`config.mk`:
```
export PLATFORM = sky130hd
export DESIGN_NAME = disp_decoder
export DESIGN_NICKNAME = d
export VERILOG_FILES = /design/src/rtl/disp_decoder.sv
export SDC_FILE = /design/constraint.sdc
export NUM_CORES = 1
export LEC_CHECK = 0
export ABC_AREA = 1
export CORE_MARGIN = 3
export CORE_UTILIZATION = 35
export CTS_BUF_LIST = sky130_fd_sc_hd__clkbuf_4 sky130_fd_sc_hd__clkbuf_8
export CTS_CLUSTER_DIAMETER = 30
export DETAILED_ROUTE_END_ITERATION = 16
export PLACE_DENSITY_LB_ADDON = 0.08
export SLEW_MARGIN = 20
export SYNTH_ARGS = -nofsm -noshare
export SYNTH_HDL_FRONTEND = slang
export SYNTH_SLANG_ARGS = --single-unit
```
`constraint.sdc`:
```
create_clock -name clk -period 3.3 [get_ports clk]
set_input_delay 0.66 -clock clk [delete_from_list [all_inputs] [get_ports clk]]
set_output_delay 0.66 -clock clk [all_outputs]
set_load 0.02 [all_outputs]
```
`src/rtl/disp_decoder.sv`:
```
// Serial 7-segment frame receiver: decodes a digit 0..5 into free/busy machine counts
// and delivers it through a valid/ready hold register with per-frame error pulses.
module disp_decoder #(
    parameter int unsigned CLKS_PER_BIT = 4
) (
    input  logic       clk,
    input  logic       rst,
    input  logic       seg_in,
    input  logic       out_ready,
    output logic       out_valid,
    output logic [6:0] seg_code,
    output logic [2:0] free_cnt,
    output logic [2:0] busy_cnt,
    output logic       err_parity,
    output logic       err_frame,
    output logic       err_code,
    output logic       overrun
);

    localparam int unsigned CntW = (CLKS_PER_BIT > 1) ? $clog2(CLKS_PER_BIT) : 1;
    localparam logic [CntW-1:0] HalfCnt = CntW'(CLKS_PER_BIT / 2 - 1);
    localparam logic [CntW-1:0] LastCnt = CntW'(CLKS_PER_BIT - 1);

    typedef enum logic [2:0] {
        StIdle,
        StStart,
        StData,
        StParity,
        StStop,
        StDone
    } state_e;

    state_e          state_q, state_d;
    logic            sync1_q, sync2_q;
    logic [CntW-1:0] cnt_q, cnt_d;
    logic [2:0]      idx_q, idx_d;
    logic [6:0]      data_q, data_d;
    logic            par_q, par_d;
    logic            stop_q, stop_d;
    logic            armed_q, armed_d;
    logic            valid_q, valid_d;
    logic [6:0]      code_q, code_d;
    logic [2:0]      free_q, free_d;
    logic [2:0]      busy_q, busy_d;
    logic            err_parity_q, err_parity_d;
    logic            err_frame_q, err_frame_d;
    logic            err_code_q, err_code_d;
    logic            overrun_q, overrun_d;

    logic       line;
    logic       bit_tick;
    logic       par_bad;
    logic       stop_bad;
    logic [3:0] dec;

    // Returns {hit, digit}.
    function automatic logic [3:0] decode(input logic [6:0] pat);
        logic [3:0] r;
        case (pat)
            7'b1111110: r = {1'b1, 3'd0};
            7'b0110000: r = {1'b1, 3'd1};
            7'b1101101: r = {1'b1, 3'd2};
            7'b1111001: r = {1'b1, 3'd3};
            7'b0110011: r = {1'b1, 3'd4};
            7'b1011011: r = {1'b1, 3'd5};
            default:    r = 4'b0000;
        endcase
        return r;
    endfunction

    assign line     = sync2_q;
    assign bit_tick = (cnt_q == LastCnt);
    assign par_bad  = ^{data_q, par_q};
    assign stop_bad = ~stop_q;
    assign dec      = decode(data_q);

    always_ff @(posedge clk) begin
        if (rst) begin
            sync1_q      <= 1'b1;
            sync2_q      <= 1'b1;
            state_q      <= StIdle;
            cnt_q        <= '0;
            idx_q        <= '0;
            data_q       <= '0;
            par_q        <= 1'b0;
            stop_q       <= 1'b0;
            armed_q      <= 1'b1;
            valid_q      <= 1'b0;
            code_q       <= '0;
            free_q       <= '0;
            busy_q       <= '0;
            err_parity_q <= 1'b0;
            err_frame_q  <= 1'b0;
            err_code_q   <= 1'b0;
            overrun_q    <= 1'b0;
        end else begin
            sync1_q      <= seg_in;
            sync2_q      <= sync1_q;
            state_q      <= state_d;
            cnt_q        <= cnt_d;
            idx_q        <= idx_d;
            data_q       <= data_d;
            par_q        <= par_d;
            stop_q       <= stop_d;
            armed_q      <= armed_d;
            valid_q      <= valid_d;
            code_q       <= code_d;
            free_q       <= free_d;
            busy_q       <= busy_d;
            err_parity_q <= err_parity_d;
            err_frame_q  <= err_frame_d;
            err_code_q   <= err_code_d;
            overrun_q    <= overrun_d;
        end
    end

    always_comb begin
        state_d      = state_q;
        cnt_d        = cnt_q;
        idx_d        = idx_q;
        data_d       = data_q;
        par_d        = par_q;
        stop_d       = stop_q;
        armed_d      = armed_q | line;
        valid_d      = valid_q;
        code_d       = code_q;
        free_d       = free_q;
        busy_d       = busy_q;
        err_parity_d = 1'b0;
        err_frame_d  = 1'b0;
        err_code_d   = 1'b0;
        overrun_d    = 1'b0;

        if (valid_q && out_ready) begin
            valid_d = 1'b0;
        end

        case (state_q)
            StIdle: begin
                cnt_d = '0;
                // A line stuck low after a bad stop bit must go high before it can start a frame.
                if (!line && armed_q) begin
                    state_d = StStart;
                end
            end
            StStart: begin
                cnt_d = cnt_q + 1'b1;
                if (cnt_q == HalfCnt) begin
                    cnt_d   = '0;
                    idx_d   = '0;
                    state_d = line ? StIdle : StData;
                end
            end
            StData: begin
                cnt_d = cnt_q + 1'b1;
                if (bit_tick) begin
                    cnt_d  = '0;
                    data_d = {data_q[5:0], line};
                    idx_d  = idx_q + 3'd1;
                    if (idx_q == 3'd6) begin
                        state_d = StParity;
                    end
                end
            end
            StParity: begin
                cnt_d = cnt_q + 1'b1;
                if (bit_tick) begin
                    cnt_d   = '0;
                    par_d   = line;
                    state_d = StStop;
                end
            end
            StStop: begin
                cnt_d = cnt_q + 1'b1;
                if (bit_tick) begin
                    cnt_d   = '0;
                    stop_d  = line;
                    state_d = StDone;
                end
            end
            StDone: begin
                state_d      = StIdle;
                err_parity_d = par_bad;
                err_frame_d  = stop_bad;
                err_code_d   = !par_bad && !stop_bad && !dec[3];
                if (stop_bad) begin
                    armed_d = 1'b0;
                end
                if (!par_bad && !stop_bad && dec[3]) begin
                    if (!valid_q || out_ready) begin
                        valid_d = 1'b1;
                        code_d  = data_q;
                        free_d  = dec[2:0];
                        busy_d  = 3'd5 - dec[2:0];
                    end else begin
                        overrun_d = 1'b1;
                    end
                end
            end
            default: begin
                state_d = StIdle;
            end
        endcase
    end

    assign out_valid  = valid_q;
    assign seg_code   = code_q;
    assign free_cnt   = free_q;
    assign busy_cnt   = busy_q;
    assign err_parity = err_parity_q;
    assign err_frame  = err_frame_q;
    assign err_code   = err_code_q;
    assign overrun    = overrun_q;

endmodule

```
======== After elaboration in Yosys (flattened, before gate mapping) ========
Cells that the tools add are included.
word-level totals
  bits in registers ....................... 38
  bits of input ports ..................... 4
  word-level logic and storage cells ...... 89
cells by class
  reduce and logical (&&, ||, !) cells .... 23
  add/subtract/negate cells ............... 3
  bitwise logic cells ..................... 4
  muxes and demuxes ....................... 22
  eq/ne operators ......................... 20
operators by type and width
  cell                 count
  $eq 7x7->1 const B   4
  $mux 3               8
  $pmux 4 s6           1
  $pmux 3 s5           1
  $eq 7x6->1 const B   2
  $ne 2x2->1 const B   6
  $eq 3x3->1 const B   3
  $reduce_xor 8->1     1
  $mux 1               7
  $eq 3x2->1 const B   2
  $mux 2               3
  $pmux 2 s3           1
  $pmux 3 s2           1
  $reduce_and 2->1     3
  $reduce_and 3->1     2
  $reduce_and 6->1     1
  $reduce_or 3->1      2
  $logic_and 1x1->1    5
  $logic_not 1->1      4
  $add 3x1->3 const B  1
  $eq 3x1->1 const B   1
  $logic_not 3->1      1
  $not 1->1            3
  $reduce_bool 3->1    1
  other kinds (8)      8

======== Logic depth before layout (Yosys ltp) ========
Gate-level depths: netlist of run 1.
  depth in word-level cells ............... 6
  mapped depth ............................ 14

======== Least setup slack after synthesis of run 1 ========
No wires, ideal clock.
  path kind ............................... reg-to-reg
  from .................................... register data_q[6]
  to ...................................... register free_q[2], in the netlist free_cnt[2]
  stages on the path, launching flop included .. 14
  path buffers ............................ 1
  arrival time ............................ 1.724 ns
  setup slack ............................. 1.464 ns
  period minus slack after synthesis ...... 1.836 ns
  required time ........................... 3.188 ns
  cells stage by stage .................... dfxtp_1 -> inv_1 -> nor3_1 -> nand3_1 -> nand2_1 -> inv_1 -> ha_1 -> nand3_4 -> nand2_2 -> clkinv_2 -> nand4_4 -> buf_6 -> a21oi_2 -> nor2_1
on the way
  word-level cells in the longest chain between the ends .. 5
  elaborated cells on any way between the ends .. 12
ends and longest elaborated chain
  item                                                line  RTL
  start: declaration                                  37    logic [6:0] data_q, data_d;
  start signal: assignment                            102   data_q <= data_d;
  branches (longest 5 deep; another with $eq 7x7->1)  -
  end signal: assignment                              108   free_q <= free_d;
  end: declaration                                    43    logic [2:0] free_q, free_d;
Several ways; the timed one is not identified.
A chain may end at the register's enable or synchronous reset.

======== Final worst setup path of run 1 ========
Same ends and word-level chain as after synthesis.

==> results.py, run 1 <==
metrics = {
    "worst_setup_path": {
        "critPathMostFrequentCell": "nand2_1",
        "critPathMaxStageDelay_ns": 0.43,
        "endpoint_kind": "flop",
        "arrival_ns": 2.38,
        "slowest_stage": "dfxtp_1",
        "crit_type": "flop to flop",
        "path_max_fanout": 13,
        "crit_required_ns": 3.53,
        "startpoint_type": "flop",
        "crit_chain": "inv_1 > nor3_1 > nand3_1 > nand2_1 > inv_1 > ha_1 > nand3_4 > nand2_2 > clkinv_2 > nand4_4 > nand2_1 > nand2_1 > nor2_1",
    },
    "clock_network": {
        "numClockSinks": 37,
        "cts_hold_buffers": 0,
        "clkLatencyLatePin_ns": 0.29,
        "cts_tree": "yes",
        "htree_levels": 2,
        "cts.path.max_buffers": 2,
        "cts_setup_buffers": 0,
        "postCtsResizedCells": 0,
        "clkTransAtPathRegs_ns": 0.07,
        "cts_root_buf": "clkbuf_8",
        "cts_made_buffers": 5,
    },
    "grt": {
        "grt_max_degree": 17,
        "grt_pass1_wl_mm": 6.630,
        "grt_pass1_vias": 1454,
        "overflow": 0,
        "grt_use_total_pct": 13.36,
        "grt_antenna_before_repair": 0,
    },
    "route": {
        "viasPerCell": 4.687,
        "vias": 1631,
        "drc": 0,
        "routed_wl_mm": 3.775,
        "ant_nets": 0,
        "first_pass_iters": 4,
        "drt_iter0_drc": 54,
        "wl_per_cell_um": 10.85,
    },
    "logic_synthesis": {
        "yosys.cell_types.count": 36,
        "synth_fp_nets": 268,
        "synth_flop_cell": "dfxtp_1",
        "yosysWarnings": 0,
        "synth_top_area_share_pct": 39.21,
        "synth.area.top_cells": "dfxtp_1 (39%), nand2_1 (11%), a21oi_1 (6.1%), inv_1 (5.8%), nor2_1 (4.8%)",
        "yosys_register_bits": 37,
        "synth_common_cells": "nand2_1 (55), dfxtp_1 (37), inv_1 (29)",
        "synth_area_leader_cell": "dfxtp_1",
        "syn_avg_cell_area_um2": 7.323,
        "yosysSeqAreaShare_pct": 39.21,
        "postSynthCellCount": 258,
        "post-synth-top-count-cell": "nand2_1",
        "async_flop_share_pct": 0,
        "synth_edf_count": 0,
        "netlist_area_um2": 1889,
    },
    "sta": {
        "fin_crit_sh_pct": 65.23,
        "finalHoldViolCount": 0,
        "setup_viol": 0,
        "hold-worst-slack_ns": 0.4106,
        "finalCriticalPeriod_ns": 2.152,
        "report.final.slew_viol_count": 0,
        "slew_headroom_pct": 67.46,
        "rsz0062_at_grt": "no",
        "max_freq_mhz": 464.6,
        "tns_ns": 0,
        "setup_ws_ns": 1.148,
        "skew_ns": 0.002957,
        "worst_pin_slew_ns": 0.4869,
    },
    "pwr": {
        "power_density_nw_per_um2": 450.9,
        "clkPwrFrac_pct": 32.7,
        "p_leak_nw": 0.9116,
        "internal-power_uw": 709.1,
        "pwr-share-seq_pct": 50.0,
        "power_switching_uw": 287.8,
        "comb_power_share_pct": 17.3,
        "ir_drop_mv": 0.2334,
        "netSwitchingFraction_pct": 28.87,
    },
    "floorplan": {
        "ios": 22,
        "row_count": 26,
        "die_area_um2": 6315,
        "coreArea_um2": 5172,
        "die_h_um": 79.47,
        "die_w_um": 79.47,
        "start_util_pct": 36.53,
    },
    "layout": {
        "stdcell_count": 348,
        "final_util_pct": 42.74,
        "antennaDiodeCount": 0,
        "nets": 288,
        "drive_above_1_share_pct": 13.31,
        "syn2layout_area_growth_pct": 17.02,
    },
    "run": {
        "cap_viol_max_count": 0,
    },
    "place": {
        "io_buffers": 21,
        "gp_congestion": 0.7928,
        "hpwl_mm": 2.906,
        "placed_cells": 341,
        "pre_cts_slack_ns": 1.112,
    },
    "worst_hold_path": {
        "hold_path_class": "flop to flop",
    },
    "run_status": {
        "status": "completed",
    },
}
cell families after synthesis:
logic type / count (synthesis) / synth area share, %
AND/OR/NAND/NOR: 124 / 31.92
AO/OA/AOI/OAI: 45 / 13.31
buffers and inverters: 45 / 11.12
flip-flops: 37 / 39.21
adder cells (fa/ha/maj): 6 / 3.973
XOR/XNOR: 1 / 0.4637
through the flow:
stage,instance area [µm²],total power [mW]
2_1_floorplan,1889,0.6419
6_report,2211,0.9968
3_3_place_gp,2121,0.6839
4_1_cts,2211,1.015
5_1_grt,2211,1.066
3_5_place_dp,2121,0.6828
state kept, by name, summed over array words and instances (netlist names), 2 cells and up:
signal    cells
seg_code      7
state_q       3
busy_cnt      2
data_q        7
cnt_q         2
idx_q         3
free_cnt      3
final cells by class:
class	instances	area [µm²]
Clock buffer	7	90.09
Fill cell	562	2962
Inverter	36	136.4
Multi-Input combinational cell	176	938.4
Sequential cell	37	740.7
Tap cell	70	87.58
Timing Repair Buffer	22	217.7
metal layers:
layer | share of wire (%) | GRT usage [%]
met1 | 51 | 17.58
met2 | 44 | 20.37
met3 | 3.2 | 3.047
met4 | 2.1 | 6.701
met5 | 0 | 0
power by group through the flow:
stage	Clock [mW]	Combinational, mW	Sequential [mW]
2_1_floorplan	0	0.139	0.502
3_3_place_gp	0	0.175	0.508
3_5_place_dp	0	0.174	0.508
4_1_cts	0.342	0.175	0.498
5_1_grt	0.360	0.204	0.502
6_report	0.326	0.173	0.498
worst max-delay path, delay by kind of cell (launching register included):
| family | cells | cell delay (ns) |
|---|---|---|
| adder cells (fa/ha/maj) | 1 | 0.23 |
| AND/OR/NAND/NOR | 9 | 1.14 |
| flip-flops | 1 | 0.43 |
| buffers and inverters | 3 | 0.30 |
placed cells by master, fill, tap and decap left out:
cell type	netlist	layout
nor2_1	24	24
nor2_2	7	7
clkinv_1	1	1
buf_4	2	1
nand4_4	1	1
a21oi_1	23	23
clkinv_2	1	1
a31oi_1	1	1
nor2_4	1	1
or2_2	2	2
nand3_1	6	6
o21bai_1	1	1
clkbuf_4	1	1
ha_1	6	6
nand3_4	1	1
clkbuf_8	0	6
xnor2_1	1	1
o21ai_0	12	12
inv_1	29	29
inv_2	5	5
nand4_1	11	11
o211ai_1	2	2
nand2_1	55	55
a21o_1	1	1
nand3_2	1	1
dfxtp_1	37	37
clkdlybuf4s50_1	0	21
nor4_1	1	1
a211oi_1	3	3
a221oi_1	1	1
a21oi_2	1	1
nor3_2	1	1
nor3_1	5	5
nand2_2	8	8
final timing paths:
| kind | from | to | slack [ns] | cells past startpoint |
|---|---|---|---|---|
| setup / recovery | data_q[6] | free_cnt[2] | 1.15 | 13 |
| hold / removal | sync1_q | line | 0.41 | 1 |
| setup reg to reg | data_q[6] | free_cnt[2] | 1.15 | 13 |
| hold reg to reg | sync1_q | line | 0.41 | 1 |
Note: power is estimated with default switching activity, not from simulation.
==> run 2, diff against run 1 <==
Clock period 3.3 ns to 1.85 ns, I/O delays scaled along.
==> run 2 against run 1 <==
  * Sequential power grew 78%
  * Clock skew rose by 0.0022 ns
  * Core utilization rose by 5.2 points
  * Via count increased by 4.7%
  * Global-route usage rose by 0.61 points
  * Register-to-register slack worse by 1.0 ns
  * Critical path depth fell by 1
  * Highest routed layer unchanged
  * Critical path type unchanged
  * Worst setup slack got worse by 1.0 ns
  * Combinational power increased by 80%
==> results.py, run 2 (same netlist as run 1, synthesis figures left out) <==
metrics = {
    "worst_hold_path": {
        "hold_path_class": "flop to flop",
    },
    "floorplan": {
        "die_w_um": 79.47,
        "coreArea_um2": 5172,
        "row_count": 26,
        "die_h_um": 79.47,
        "start_util_pct": 36.53,
        "ios": 22,
        "die_area_um2": 6315,
    },
    "place": {
        "hpwl_mm": 3.138,
        "gp_congestion": 0.8639,
        "io_buffers": 21,
        "placed_cell_area_um2": 2278,
        "pre_cts_slack_ns": -0.07630,
    },
    "clock_network": {
        "numClockSinks": 37,
        "cts.path.max_buffers": 2,
        "clkLatencyLatePin_ns": 0.28,
        "clkTransAtPathRegs_ns": 0.07,
        "cts_made_buffers": 5,
        "htree_levels": 2,
        "cts_tree": "yes",
        "cts_root_buf": "clkbuf_8",
    },
    "grt": {
        "grt_max_degree": 16,
        "grt_pass1_vias": 1565,
        "overflow": 0,
        "grt_antenna_before_repair": 0,
        "grt_use_total_pct": 13.96,
        "grt_pass1_wl_mm": 6.955,
    },
    "worst_setup_path": {
        "endpoint_kind": "flop",
        "slowest_stage": "dfxtp_2",
        "arrival_ns": 1.97,
        "crit_required_ns": 2.07,
        "startpoint_type": "flop",
        "critPathMaxStageDelay_ns": 0.36,
        "path_max_fanout": 5,
        "critPathMostFrequentCell": "nand2_2",
        "crit_chain": "nand2_2 > nor3_2 > nand3_1 > nand2_2 > inv_2 > ha_4 > nand3_4 > nand2_4 > clkinv_4 > buf_4 > nand4_1 > a21oi_1",
        "crit_type": "flop to flop",
    },
    "route": {
        "ant_nets": 0,
        "route.met3.wl_um": 147,
        "drc": 0,
        "first_pass_iters": 4,
        "routed_wl_mm": 4.173,
        "wl_met2_mm": 1.927,
        "top_layer": "met4",
        "viasPerCell": 4.564,
        "wl_per_cell_um": 11.16,
        "drt_iter0_drc": 54,
        "vias": 1707,
        "wl_met1_mm": 2.024,
    },
    "sta": {
        "slew_headroom_pct": 59.85,
        "max_freq_mhz": 573.8,
        "worst_pin_slew_ns": 0.5977,
        "finalHoldViolCount": 0,
        "fin_crit_sh_pct": 94.20,
        "finalCriticalPeriod_ns": 1.743,
        "hold-worst-slack_ns": 0.4116,
        "skew_ns": 0.005195,
        "report.final.slew_viol_count": 0,
        "setup_ws_ns": 0.1073,
        "setup_viol": 0,
        "tns_ns": 0,
        "rsz0062_at_grt": "yes",
    },
    "layout": {
        "multi_input_area_um2": 1005,
        "regArea_um2": 747.0,
        "final_cell_mix": "nand2_1 (50), dfxtp_1 (32), inv_1 (28)",
        "fin_area_um2": 2477,
        "drive_above_1_share_pct": 25.66,
        "antennaDiodeCount": 0,
        "nets": 315,
        "nFillCells": 530,
        "syn2layout_area_growth_pct": 31.13,
        "final_util_pct": 47.90,
        "layout_commonest_cell": "nand2_1",
    },
    "pwr": {
        "p_leak_nw": 1.063,
        "ir_drop_mv": 0.4604,
        "power_density_nw_per_um2": 691.5,
    },
    "run": {
        "cap_viol_max_count": 0,
    },
    "run_status": {
        "status": "completed",
    },
}
==> run 2: changes by cell type in the layout (fill, tap and decap cells not counted), sizes merged <==
cell	change
buf	+26
clkbuf	-2
clkinv	+1
nand4	+1
==> run 2: final timing paths <==
check	slack (ns)	to	depth (start not counted)	start
worst max register to register	0.11	seg_code[0]	12	data_q[3]
worst min register to register	0.41	line	1	sync1_q
worst min-delay path	0.41	line	1	sync1_q
worst max-delay path	0.11	seg_code[0]	12	data_q[3]
==> run 2: through the flow <==
stage                     cells  total power [mW]
after detailed placement    362             1.219
after global placement      362             1.221
after CTS                   369             1.740
after global routing        374             1.832
after floorplan             258             1.145
final                       374             1.713
==> run 2: worst max-delay path, delay by kind of cell, from the launching register on <==
family	cells	cell delay [ns]
buffers and inverters	3	0.28
AO/OA/AOI/OAI	1	0.13
adder cells (fa/ha/maj)	1	0.16
AND/OR/NAND/NOR	7	0.74
flip-flops	1	0.36
==> run 2: power by group <==
part / leakage, nW / switching [mW] / internal, mW / total [mW]
clock network: 0.0399 / 0.266 / 0.248 / 0.514
registers: 0.302 / 0.0450 / 0.843 / 0.888
logic: 0.722 / 0.198 / 0.113 / 0.311
==> run 2: final cells by class <==
class	instances	area share, %
clock buffer	5	2.778
clock inverter	1	0.2020
inverter	36	5.657
multi-input combinational	177	40.56
sequential	37	30.15
tap	70	3.535
timing repair buffer	48	17.12
==> run 2: what timing repair did <==
action | 4_1_cts | 5_1_grt
gates cloned | 1 | 1
setup buffers | 0 | 4
hold buffers | 0 | 0
setup endpoints to repair | 12 | 14
pin swaps | 1 | 12
gates resized for setup | 3 | 22
==> run 2: layer usage <==
| layer | global-route usage [%] | vias to the layer above |
|---|---|---|
| met5 | 0 | - |
| met2 | 23.37 | 26 |
| li1 | - | 927 |
| met1 | 17.13 | 746 |
| met3 | 3.499 | 8 |
| met4 | 5.326 | 0 |
==> run 3, diff against run 2 <==
Settings changed: PLACE_DENSITY_LB_ADDON 0.08 to 0.3.
==> run 3 against run 2 <==
  * Design area increased by 2.3%
  * Count of clock-buffer cells in the layout increased by 2
  * Via count increased by 4.3%
  * Global-route usage about the same
  * Worst setup slack got worse by 0.042 ns
  * Combinational power about the same
  * Hold slack improved by 0.0057 ns
  * Critical path depth increased by 1
  * Fmax decreased by 2.4%
  * Core utilization increased by 1.1 points
  * Sequential power about the same
  * Clock power increased by 20%
  * Largest cell class unchanged
  * Largest power group unchanged
==> results.py, run 3 (same netlist as run 1, synthesis figures left out) <==
metrics = {
    "run_status": {
        "status": "completed",
    },
    "floorplan": {
        "die_h_um": 79.47,
        "row_count": 26,
        "die_w_um": 79.47,
        "coreArea_um2": 5172,
        "start_util_pct": 36.53,
        "die_area_um2": 6315,
        "ios": 22,
    },
    "grt": {
        "grt_pass1_vias": 1636,
        "grt_antenna_before_repair": 0,
        "grt_use_total_pct": 13.94,
        "grt_pass1_wl_mm": 7.100,
        "grt_max_degree": 16,
        "overflow": 0,
    },
    "worst_setup_path": {
        "crit_chain": "nand2_1 > nor2_2 > nand2_2 > nor2_2 > nor2_2 > ha_4 > nand3_4 > nand2_4 > inv_6 > buf_4 > nand4_1 > nand2_1 > nor2_1",
        "ff2ff_path_depth": 13,
        "endpoint_kind": "flop",
        "crit_buf_inv": 2,
        "crit_required_ns": 2.04,
        "crit_type": "flop to flop",
        "cpLargestDelayFamily": "simple AND/OR/NAND/NOR gates",
        "startpoint_type": "flop",
        "critPathMostFrequentCell": "nor2_2",
        "arrival_ns": 1.98,
        "path_max_fanout": 6,
        "path_depth": 13,
        "critPathMaxStageDelay_ns": 0.39,
        "slowest_stage": "dfxtp_4",
    },
    "place": {
        "io_buffers": 21,
        "hpwl_mm": 3.052,
        "gp_congestion": 0.8123,
    },
    "route": {
        "drt_iter0_drc": 83,
        "drc": 0,
        "first_pass_iters": 4,
        "viasPerCell": 4.759,
        "vias": 1780,
        "routed_wl_mm": 4.269,
        "wl_per_cell_um": 11.41,
        "ant_nets": 0,
    },
    "sta": {
        "slew_headroom_pct": 66.03,
        "report.final.slew_viol_count": 0,
        "hold-worst-slack_ns": 0.4174,
        "worst_pin_slew_ns": 0.5057,
        "setup_viol": 0,
        "finalCriticalPeriod_ns": 1.785,
        "skew_ns": 0.002340,
        "max_freq_mhz": 560.3,
        "rsz0062_at_grt": "yes",
        "finalHoldViolCount": 0,
        "fin_crit_sh_pct": 96.47,
    },
    "pwr": {
        "p_leak_nw": 1.103,
        "power_density_nw_per_um2": 715.1,
        "ir_drop_mv": 0.5617,
        "totalPowerFinal_mw": 1.813,
    },
    "clock_network": {
        "cts_root_buf": "clkbuf_8",
        "numClockSinks": 37,
        "cts_hold_buffers": 0,
        "clkLatencyLatePin_ns": 0.29,
        "clkTransAtPathRegs_ns": 0.07,
        "htree_levels": 2,
        "cts_made_buffers": 5,
        "cts.path.max_buffers": 2,
        "cts_tree": "yes",
    },
    "run": {
        "cap_viol_max_count": 0,
    },
    "layout": {
        "nets": 313,
        "layout_commonest_cell": "nand2_1",
        "syn2layout_area_growth_pct": 34.17,
        "nFillCells": 509,
        "final_cell_mix": "nand2_1 (50), dfxtp_1 (30), inv_1 (26)",
        "drive_above_1_share_pct": 28.62,
        "antennaDiodeCount": 0,
    },
    "worst_hold_path": {
        "hold_path_class": "flop to flop",
        "hold-path-cell-count": 1,
    },
}
[run 3: layout make-up]
cell class	count	area, µm²	share of cell area (%)
multi-input combinational	177	1040	41.02
sequential	37	757.0	29.86
timing repair buffer	46	409.1	16.14
inverter	36	140.1	5.528
clock buffer	7	96.34	3.801
tap	70	87.58	3.455
clock inverter	1	5.005	0.1974
[run 3: report_power, final]
group / internal (mW) / leakage, nW / switching [mW]
clock network: 0.337 / 0.0542 / 0.280
logic: 0.115 / 0.745 / 0.196
registers: 0.838 / 0.304 / 0.0465
[run 3: per-layer routing]
metal	global-route usage, %	part of all wire (%)
met4	4.124	0.63
met2	23.12	47
met5	0	0
met3	4.176	5.5
met1	17.35	47
[run 3: metrics by stage]
step | utilization (%) | setup slack, ns | TNS, ns | cell area, µm² | instances
5_1_grt | 49.01 | -0.09107 | -0.5194 | 2535 | 374
4_1_cts | 45.94 | 0.002915 | 0 | 2376 | 368
6_report | 49.01 | 0.06526 | 0 | 2535 | 374
3_3_place_gp | 43.61 | -0.004244 | -0.004244 | 2256 | 359
2_1_floorplan | - | 0.01383 | 0 | 1889 | 258
3_5_place_dp | 43.61 | -0.06092 | -0.4644 | 2256 | 359
[run 3: worst paths after layout]
check / endpoint / from / slack, ns
worst min-delay path: line / sync1_q / 0.42
worst max register to register: busy_cnt[0] / data_q[5] / 0.07
worst max-delay path: busy_cnt[0] / data_q[5] / 0.07
worst min register to register: line / sync1_q / 0.42
[run 3: timing repair]
item | in CTS | in global routing
resized for setup | 2 | 38
endpoints found under the setup margin | 12 | 15
gates cloned | 1 | 0
buffers inserted | 0 | 6
pin swaps | 1 | 16
==> patch (config.mk and constraints of run 2) <==
`data_q` no longer has a reset.
--- a/src/rtl/disp_decoder.sv
+++ b/src/rtl/disp_decoder.sv
@@ -82,5 +82,4 @@
             cnt_q        <= '0;
             idx_q        <= '0;
-            data_q       <= '0;
             par_q        <= 1'b0;
             stop_q       <= 1'b0;
@@ -100,5 +99,4 @@
             cnt_q        <= cnt_d;
             idx_q        <= idx_d;
-            data_q       <= data_d;
             par_q        <= par_d;
             stop_q       <= stop_d;
@@ -113,4 +111,8 @@
             overrun_q    <= overrun_d;
         end
+    end
+
+    always_ff @(posedge clk) begin
+        data_q <= data_d;
     end
 
Behaviour: same outputs for any inputs over 10 cycles, from zero or initial values and one cycle with rst high; that may be too few to reach the edited logic, so the function may still have changed.
==> patch against run 2 <==
- the flow now finishes with violations (setup timing)
- clock skew up 0.0048 ns
- synthesized area down 3.4%
- core utilization up 4.5 points
- sequential cell count unchanged
- total power up 2.1%
- sequential share of layout area up 1.6 points
- design area up 3.1%
- setup slack worse by 0.13 ns
- non-clock buffer count up 10
- maximum frequency down 7.0%
- global-route usage up 0.61 points
- routed wire length down 0.34%
- worst hold slack better by 0.0014 ns
- largest cell class unchanged
==> patch: results (changes against run 2) <==
stage	metric	value	unit	change
status	outcome	complete, but fails checks		was complete, no violations
finish	buffer_area_share	19.4	%	was 17.1%
logic_synthesis	async_flop_share	0	%	unchanged
pwr	power.leakage	1.12	nW	was 1.06 nW
routing	wl_met1	1960	um	was 2020 um
status	failed_checks	setup timing		
finish	buffers	58		was 48
timing	finalCritPeriodShare	101	%	was 94.2%
routing	vias_per_cell	4.56		about the same
timing	tns	-0.0508	ns	was 0 ns
finish	clk_share	3.77	%	was 2.98%
setup_path	rr_endpoint	free_cnt[0]		was seg_code[0]
finish	inv_count	39		was 36
logic_synthesis	synth_edf_count	7		was 0
placement	place_area	2260	um2	was 2280 um2
setup_path	worstPathArrival	2.06	ns	was 1.97 ns
finish	antenna_cells	0		unchanged
timing	finClkSkew	0.00998	ns	was 0.00519 ns
logic_synthesis	synth_cell_type_count	28		was 36
setup_path	cp_max_fo	4		was 5
setup_path	slowest_stage	edfxtp_1		was dfxtp_2
logic_synthesis	yosysSeqAreaShare	44.4	%	was 39.2%
setup_path	cp_slowest_stage_delay	0.42	ns	was 0.36 ns
routing	vias	1684		was 1707
global_routing	grt_max_degree	21		was 16
routing	wl_met3	139	um	was 147 um
finish	n_fill_cell	478		was 530
logic_synthesis	yosys.area_share.adder	4.11	%	was 3.97%
logic_synthesis	synth_xor_area_share	0.480	%	was 0.464%
placement	place.gp.congestion	0.869		was 0.864
logic_synthesis	synth_common_cells	59 x nand2_1, 38 x inv_1, 30 x dfxtp_1		was 55 x nand2_1, 37 x dfxtp_1, 29 x inv_1
finish	nets	311		was 315
global_routing	grt_pass1_wl	7110	um	was 6960 um
routing	drt_wl_total	4160	um	was 4170 um
routing	initialDrtViolationCount	92		was 54
global_routing	use_met1	18.9	%	was 17.1%
logic_synthesis	synth_area_leaders	dfxtp_1 33%, nand2_1 12%, edfxtp_1 12%		was dfxtp_1 39%, nand2_1 11%, a21oi_1 6.1%
finish	fin_util	52.4	%	was 47.9%
setup_path	cp_top_family	simple AND/OR/NAND/NOR gates		unchanged
global_routing	grt_usage	14.6	%	was 14.0%
finish	multi_input_area	920	um2	was 1000 um2
finish	layout.comb_gates.multi_input	160		was 177
timing	hold_slack	0.413	ns	was 0.412 ns
placement	dp.cells	346		was 362
setup_path	rr_startpoint	data_q[3]		unchanged
logic_synthesis	synth-compound-area-share	11.0	%	was 13.3%
global_routing	antenna_found_initial	0		unchanged
finish	layout-drive-gt1-share	24.8	%	was 25.7%
pwr	peakVddDrop	0.512	mV	was 0.460 mV
finish	nClkBuffers	6		was 5
timing	finalWorstSetupSlack	-0.0246	ns	was 0.107 ns
timing	finalSetupViolCount	4		was 0
logic_synthesis	synth_nets	252		was 268
floorplanning	fp.coreArea	4880	um2	was 5170 um2
setup_path	path_class	reg -> reg		unchanged
timing	worst_slew_pin_slew	0.339	ns	was 0.598 ns
global_routing	use_met3	3.33	%	was 3.50%
placement	place_hpwl	3020	um	was 3140 um
hold_path	hold-path-cell-count	1		unchanged
## patch: cell count changes after synthesis, sizes merged, moves of 2 or more
cell	before	now
a21oi	24	18
clkinv	2	0
inv	34	39
o21ai	12	10
edfxtp	0	7
nand4	12	10
buf	6	4
dfxtp	37	30
nor2	32	29
nor3	6	2
## patch: power breakdown
group | switching, mW | internal [mW]
logic | 0.172 | 0.0924
registers | 0.0365 | 0.854
clock network | 0.293 | 0.302
## patch: worst register-to-register path: stages (launching register included)
cell,delay [ns]
edfxtp_1,0.42
buf_4,0.15
nand3_2,0.09
o31ai_4,0.28
inv_1,0.07
ha_2,0.17
nand3_2,0.07
nand2_2,0.06
inv_4,0.11
buf_6,0.10
nand4_1,0.13
nand2_1,0.10
nor2_1,0.04
## patch: what timing repair did
action                     4_1_cts  5_1_grt
buffers inserted                11        3
setup endpoints to repair       13       15
cloned                           1        0
gates resized for setup          8       13
pin swaps                        4        8
